## src/rtl/vga_timing_gen_if.sv

```systemverilog
// rtl/vga_timing_gen_if.sv - signal bundle between the VGA timing generator and its consumers
interface vga_timing_gen_if;
  logic       vgaCLK;
  logic       pixel_tick;
  logic       hsync;
  logic       vsync;
  logic       video_on;
  logic [9:0] pixel_x;
  logic [9:0] pixel_y;
  logic       frame_start;

  // master: the timing generator (samples vgaCLK, drives timing)
  modport master (
    input  vgaCLK,
    output pixel_tick, hsync, vsync, video_on, pixel_x, pixel_y, frame_start
  );

  // slave: the divider/renderer side
  modport slave (
    output vgaCLK,
    input  pixel_tick, hsync, vsync, video_on, pixel_x, pixel_y, frame_start
  );
endinterface

```

## src/rtl/vga_timing_gen.sv

```systemverilog
// rtl/vga_timing_gen.sv - 640x480@60 VGA timing on boardCLK; VGA_EDGE_DETECT_EN selects the vgaCLK edge-detect tick source
module vga_timing_gen #(
  parameter int H_ACTIVE = 640,
  parameter int H_FP     = 16,
  parameter int H_SYNC   = 96,
  parameter int H_BP     = 48,
  parameter int V_ACTIVE = 480,
  parameter int V_FP     = 10,
  parameter int V_SYNC   = 2,
  parameter int V_BP     = 33,
  parameter bit SYNC_POL = 1'b0
) (
  input  logic             boardCLK,
  input  logic             reset,
  vga_timing_gen_if.master vga
);

  localparam logic [9:0] H_LAST   = 10'(H_ACTIVE + H_FP + H_SYNC + H_BP - 1);
  localparam logic [9:0] V_LAST   = 10'(V_ACTIVE + V_FP + V_SYNC + V_BP - 1);
  localparam logic [9:0] H_VIS    = 10'(H_ACTIVE);
  localparam logic [9:0] V_VIS    = 10'(V_ACTIVE);
  localparam logic [9:0] HS_START = 10'(H_ACTIVE + H_FP);
  localparam logic [9:0] HS_END   = 10'(H_ACTIVE + H_FP + H_SYNC - 1);
  localparam logic [9:0] VS_START = 10'(V_ACTIVE + V_FP);
  localparam logic [9:0] VS_END   = 10'(V_ACTIVE + V_FP + V_SYNC - 1);

  logic       tick;
  logic [9:0] hCnt;
  logic [9:0] vCnt;
  logic [9:0] hNext;
  logic [9:0] vNext;
  logic       hsyncReg;
  logic       vsyncReg;
  logic       lineEnd;
  logic       frameEnd;

`ifdef VGA_EDGE_DETECT_EN
  logic vgaSync1;
  logic vgaSync2;
  logic vgaPrev;

  // two-flop synchroniser on the divider output plus a previous-value flop for rise detection
  always_ff @(posedge boardCLK or posedge reset) begin
    if (reset) begin
      vgaSync1 <= 1'b0;
      vgaSync2 <= 1'b0;
      vgaPrev  <= 1'b0;
    end else begin
      vgaSync1 <= vga.vgaCLK;
      vgaSync2 <= vgaSync1;
      vgaPrev  <= vgaSync2;
    end
  end

  assign tick = vgaSync2 & ~vgaPrev;
`else
  logic [1:0] prescale;

  // free-running divide-by-4; phase is anchored to reset release, vgaCLK is not used
  always_ff @(posedge boardCLK or posedge reset) begin
    if (reset) begin
      prescale <= 2'd0;
    end else begin
      prescale <= prescale + 2'd1;
    end
  end

  assign tick = (prescale == 2'd3);
`endif

  assign lineEnd  = (hCnt == H_LAST);
  assign frameEnd = lineEnd && (vCnt == V_LAST);

  // next-count values: counters only move on a pixel tick, vertical only at end of line
  always_comb begin
    hNext = hCnt;
    vNext = vCnt;
    if (tick) begin
      hNext = lineEnd ? 10'd0 : hCnt + 10'd1;
      if (lineEnd) begin
        vNext = (vCnt == V_LAST) ? 10'd0 : vCnt + 10'd1;
      end
    end
  end

  // counters and syncs share one edge; syncs decode the next count so they line up with pixel_x/pixel_y
  always_ff @(posedge boardCLK or posedge reset) begin
    if (reset) begin
      hCnt     <= 10'd0;
      vCnt     <= 10'd0;
      hsyncReg <= ~SYNC_POL;
      vsyncReg <= ~SYNC_POL;
    end else begin
      hCnt     <= hNext;
      vCnt     <= vNext;
      hsyncReg <= ((hNext >= HS_START) && (hNext <= HS_END)) ? SYNC_POL : ~SYNC_POL;
      vsyncReg <= ((vNext >= VS_START) && (vNext <= VS_END)) ? SYNC_POL : ~SYNC_POL;
    end
  end

  assign vga.pixel_tick  = tick;
  assign vga.hsync       = hsyncReg;
  assign vga.vsync       = vsyncReg;
  assign vga.video_on    = (hCnt < H_VIS) && (vCnt < V_VIS);
  assign vga.pixel_x     = hCnt;
  assign vga.pixel_y     = vCnt;
  assign vga.frame_start = tick & frameEnd;

endmodule

```

## src/flat_wrapper.sv

```systemverilog
// flat-port wrapper written by rule: the top's interface ports become plain ports
module vga_timing_gen_flat 
#(
  parameter int H_ACTIVE = 640,
  parameter int H_FP     = 16,
  parameter int H_SYNC   = 96,
  parameter int H_BP     = 48,
  parameter int V_ACTIVE = 480,
  parameter int V_FP     = 10,
  parameter int V_SYNC   = 2,
  parameter int V_BP     = 33,
  parameter bit SYNC_POL = 1'b0
)
  (boardCLK, reset, vga_vgaCLK, vga_pixel_tick, vga_hsync, vga_vsync, vga_video_on, vga_pixel_x, vga_pixel_y, vga_frame_start);
  vga_timing_gen_if vga_i ();
  input  logic boardCLK;
  input  logic reset;
  input wire logic [$bits(vga_i.vgaCLK)-1:0] vga_vgaCLK;
  output wire logic [$bits(vga_i.pixel_tick)-1:0] vga_pixel_tick;
  output wire logic [$bits(vga_i.hsync)-1:0] vga_hsync;
  output wire logic [$bits(vga_i.vsync)-1:0] vga_vsync;
  output wire logic [$bits(vga_i.video_on)-1:0] vga_video_on;
  output wire logic [$bits(vga_i.pixel_x)-1:0] vga_pixel_x;
  output wire logic [$bits(vga_i.pixel_y)-1:0] vga_pixel_y;
  output wire logic [$bits(vga_i.frame_start)-1:0] vga_frame_start;
  assign vga_i.vgaCLK = vga_vgaCLK;
  assign vga_pixel_tick = vga_i.pixel_tick;
  assign vga_hsync = vga_i.hsync;
  assign vga_vsync = vga_i.vsync;
  assign vga_video_on = vga_i.video_on;
  assign vga_pixel_x = vga_i.pixel_x;
  assign vga_pixel_y = vga_i.pixel_y;
  assign vga_frame_start = vga_i.frame_start;
  vga_timing_gen #(.H_ACTIVE(H_ACTIVE), .H_FP(H_FP), .H_SYNC(H_SYNC), .H_BP(H_BP), .V_ACTIVE(V_ACTIVE), .V_FP(V_FP), .V_SYNC(V_SYNC), .V_BP(V_BP), .SYNC_POL(SYNC_POL)) u_core (.boardCLK(boardCLK), .reset(reset), .vga(vga_i));
endmodule
```

## config.mk

```make
export PLATFORM = sky130hd
export DESIGN_NAME = vga_timing_gen_flat
export DESIGN_NICKNAME = d
export VERILOG_FILES = /design/src/rtl/vga_timing_gen_if.sv /design/src/rtl/vga_timing_gen.sv /design/src/flat_wrapper.sv
export SDC_FILE = /design/constraint.sdc
export NUM_CORES = 1
export LEC_CHECK = 0
export CAP_MARGIN = 10
export CORE_MARGIN = 1
export CORE_UTILIZATION = 45
export DETAILED_ROUTE_END_ITERATION = 8
export DONT_BUFFER_PORTS = 1
export PLACE_DENSITY = 0.57
export SYNTH_ARGS = -nofsm -noshare
export SYNTH_HDL_FRONTEND = slang
export SYNTH_SLANG_ARGS = --single-unit
```

## constraint.sdc

```tcl
create_clock -name boardCLK -period 3.4 [get_ports boardCLK]
set_input_delay 0.85 -clock boardCLK [delete_from_list [all_inputs] [get_ports boardCLK]]
set_output_delay 0.85 -clock boardCLK [all_outputs]
set_load 0.005 [all_outputs]
```

==> results.md <==
- Setup crit start kind: flip-flop
- Count leader, synth: dfrtp_1
- Top post-synthesis cells by area: dfrtp_1 38%, xnor2_1 4.8%, nand2_1 4.4%
- Post-synth top area share: a little under two fifths
- Reg clk slew, reported paths: roughly 0.14 ns
- Post-synthesis sequential area ratio: 41.5%
- Gr usage total: around 21%
- Drt first pass iters: 4
- Clock insertion delay at the later pin of the skew report: roughly 0.31 ns
- Maximum clock rate: between 300 and 400 MHz
- Pwr per Cell Area: 327 nW/um^2
- Post-synth net total: between 150 and 200
- Maximum VDD drop: between 0.00015 and 0.0002 V
- Worst Hold Margin: between 0.4 and 0.5 ns
- Vias in the first global route: between 1000 and 1500
- Worst r2r path cells: 6
- Die footprint: approximately 3500 um^2
- Final hold vios: 0
- Async S/R FF share, synth: 100%
- Initial antenna violation count: 0
- Top routing layer in use: met4
- Via count: about 1100
- Leak: approximately 0.6 nW
- Filler cells: roughly 330
- Setup crit end kind: output port
- H-tree levels: 1
- Crit-path cells: inv_1 > ha_1 > nor4b_1 > and3b_1 > nor2b_1
- EDFF count, synth: 0
- Post-Route WL: between 3000 and 4000 um
- Postcts setup bufs: 0
- Wire length on met3: roughly 180 um
- Actual slew at the worst max-slew pin: 0.900 ns
- Drt wl/cell: between 15 and 20 um
- # setup viols final: 0
- Status: completed
- # IOs: 28
- Max clock buf depth: 2
- Hpwl dp: about 2300 um
- DR vias/cell: between 5 and 6
- Arr. time, crit path: 2.07 ns
- Synthesized flop and latch total: 24
- Pin count of the biggest net entering global routing: 25
- Num rows: 20
- Tmin final: 2.92 ns
- Sink Count: 24
- Fraction of layout cells with a size suffix above 1: 12.6%
- CTS resizes: 0
- Cts hold-fix bufs: 0
- CP max stage delay: between 0.5 and 0.6 ns
- Main synth FF type: dfrtp_1
- Crit path required time: 2.55 ns
- Crit path max fanout: 8
- ANT cells: 0
- Tcrit/Tclk final: between 80% and 90%
- IO buf count: 0
- Number of distinct library cells after synthesis: 43
- Top post-synthesis cells by count: 22 x dfrtp_1, 17 x nand2_1, 11 x nor2_1, 11 x o21ai_0, 8 x xnor2_1
- ANT nets after route: 0
- Fin nets: approximately 160
- Die X: ~59 um
- Post-synth top area cell: dfrtp_1
- Clk root buf: clkbuf_4
- Iteration-0 DRC count of the detailed router: slightly above 70
- Max capacitance violation total: 0
- Worst path slowest cell: dfrtp_1
- Clock skew: about 0.0039 ns
- Grt ovf: 0
- First-pass GRT wire length: 5420 um
- Core area: roughly 3000 um^2
- Mapped Area: about 1500 um^2
- Area Overhead vs Synth: 4.56%
- CTS tree: done
- Total CTS buffers: 3
- Syn Inst Count: around 150
- GP Congestion: just over 0.8
- Slew HR: roughly 40%
- Slew Viols, Final: 0
- Syn avg cell area: ~9.6 um^2
- Setup CP Type: flip-flop to output port
- WL met2: ~1400 um
- WHS Path Cells: 1
- Drc violations: 0
- Initial core utilization: a little under half
- Synthesis Warnings: 0
- TNS Setup: 0 ns
- Min-delay worst type: flip-flop to flip-flop
- RSZ-0062 raised after global routing: false
- Final total power: between 400 and 500 uW
- Die Y: between 50 and 60 um
- Metal1 wirelength: 1490 um
==> registers in the layout, summed over array words and instances (netlist names) <==
name                flops
u_core.prescale         2
u_core.vga.hsync        1
u_core.vga.vsync        1
u_core.vga.pixel_y     10
u_core.vga.pixel_x     10
==> kinds of logic (layout without fill, tap and decap cells) <==
logic type | Yosys count | after routing | share of synthesized area, %
AOI/OAI and AO/OA | 22 | 22 | 9.47
xor gates and xnor gates | 12 | 12 | 7.23
adders and majority gates | 4 | 4 | 3.44
buffers and inverters | 11 | 11 | 4.65
DFF | 24 | 24 | 41.5
muxes | 5 | 5 | 3.61
and+or+nand+nor | 73 | 73 | 30.1
==> report_power, final <==
group | internal [mW] | switching (mW) | leakage, nW | total [mW]
logic | 0.0000834 | 0.00529 | 0.260 | 0.00537
registers | 0.286 | 0 | 0.314 | 0.286
clock network | 0.119 | 0.0864 | 0.0279 | 0.205
==> metal layers <==
layer / up-vias / GRT usage (%)
li1: 549 / -
met4: 0 / 4.08
met5: - / 0
met2: 34 / 30.8
met1: 548 / 30.7
met3: 2 / 4.84
==> stage by stage <==
stage	instances	utilization, %	area [um^2]	worst slack (ns)
final	195	49.8	1520	0.478
after CTS	195	49.8	1520	0.490
after detailed placement	191	48.1	1470	0.858
after global placement	191	48.1	1470	0.908
after global routing	195	49.8	1520	0.317
after floorplan	151	-	1450	1.12
==> area by class of cell <==
type                            instances  area (um^2)  share of cell area, %
Clock inverter                          1         30.0                   1.98
Clock buffer                            3         22.5                   1.48
Sequential cell                        24          603                   39.7
Inverter                                7         26.3                   1.73
Tap cell                               44         55.1                   3.62
Multi-Input combinational cell        116          783                   51.5
==> worst paths after layout <==
kind	slack, ns	startpoint	end
min in group asynchronous	0.61	reset	u_core.vga.pixel_x[2]
max in group asynchronous	2.25	reset	u_core.vga.pixel_y[9]
worst max register to register	1.33	u_core.vga.pixel_x[0]	u_core.vga.vsync
worst min-delay path	0.43	u_core.prescale[0]	u_core.prescale[0]
worst min register to register	0.43	u_core.prescale[0]	u_core.prescale[0]
worst max-delay path	0.48	u_core.vga.pixel_y[0]	vga_frame_start
==> placed cells by master (no fill, tap or decap), drive strengths merged, types with 3 or more instances in the layout <==
master  netlist  final
and3          6      6
clkbuf        0      3
dfrtp        22     22
ha            4      4
inv           7      7
mux2i         3      3
nand2        17     17
nand3         7      7
nand4         5      5
nand4b        5      5
nor2         12     12
nor3          7      7
o21ai        11     11
xnor2         8      8
xor2          4      4
==> worst max-delay path: cells and delay by family, from the launching register on <==
family / cells / cell delay [ns]
adders and majority gates: 1 / 0.17
buffers and inverters: 1 / 0.13
DFF: 1 / 0.51
and+or+nand+nor: 3 / 0.95
(Power assumes the default switching activity.)
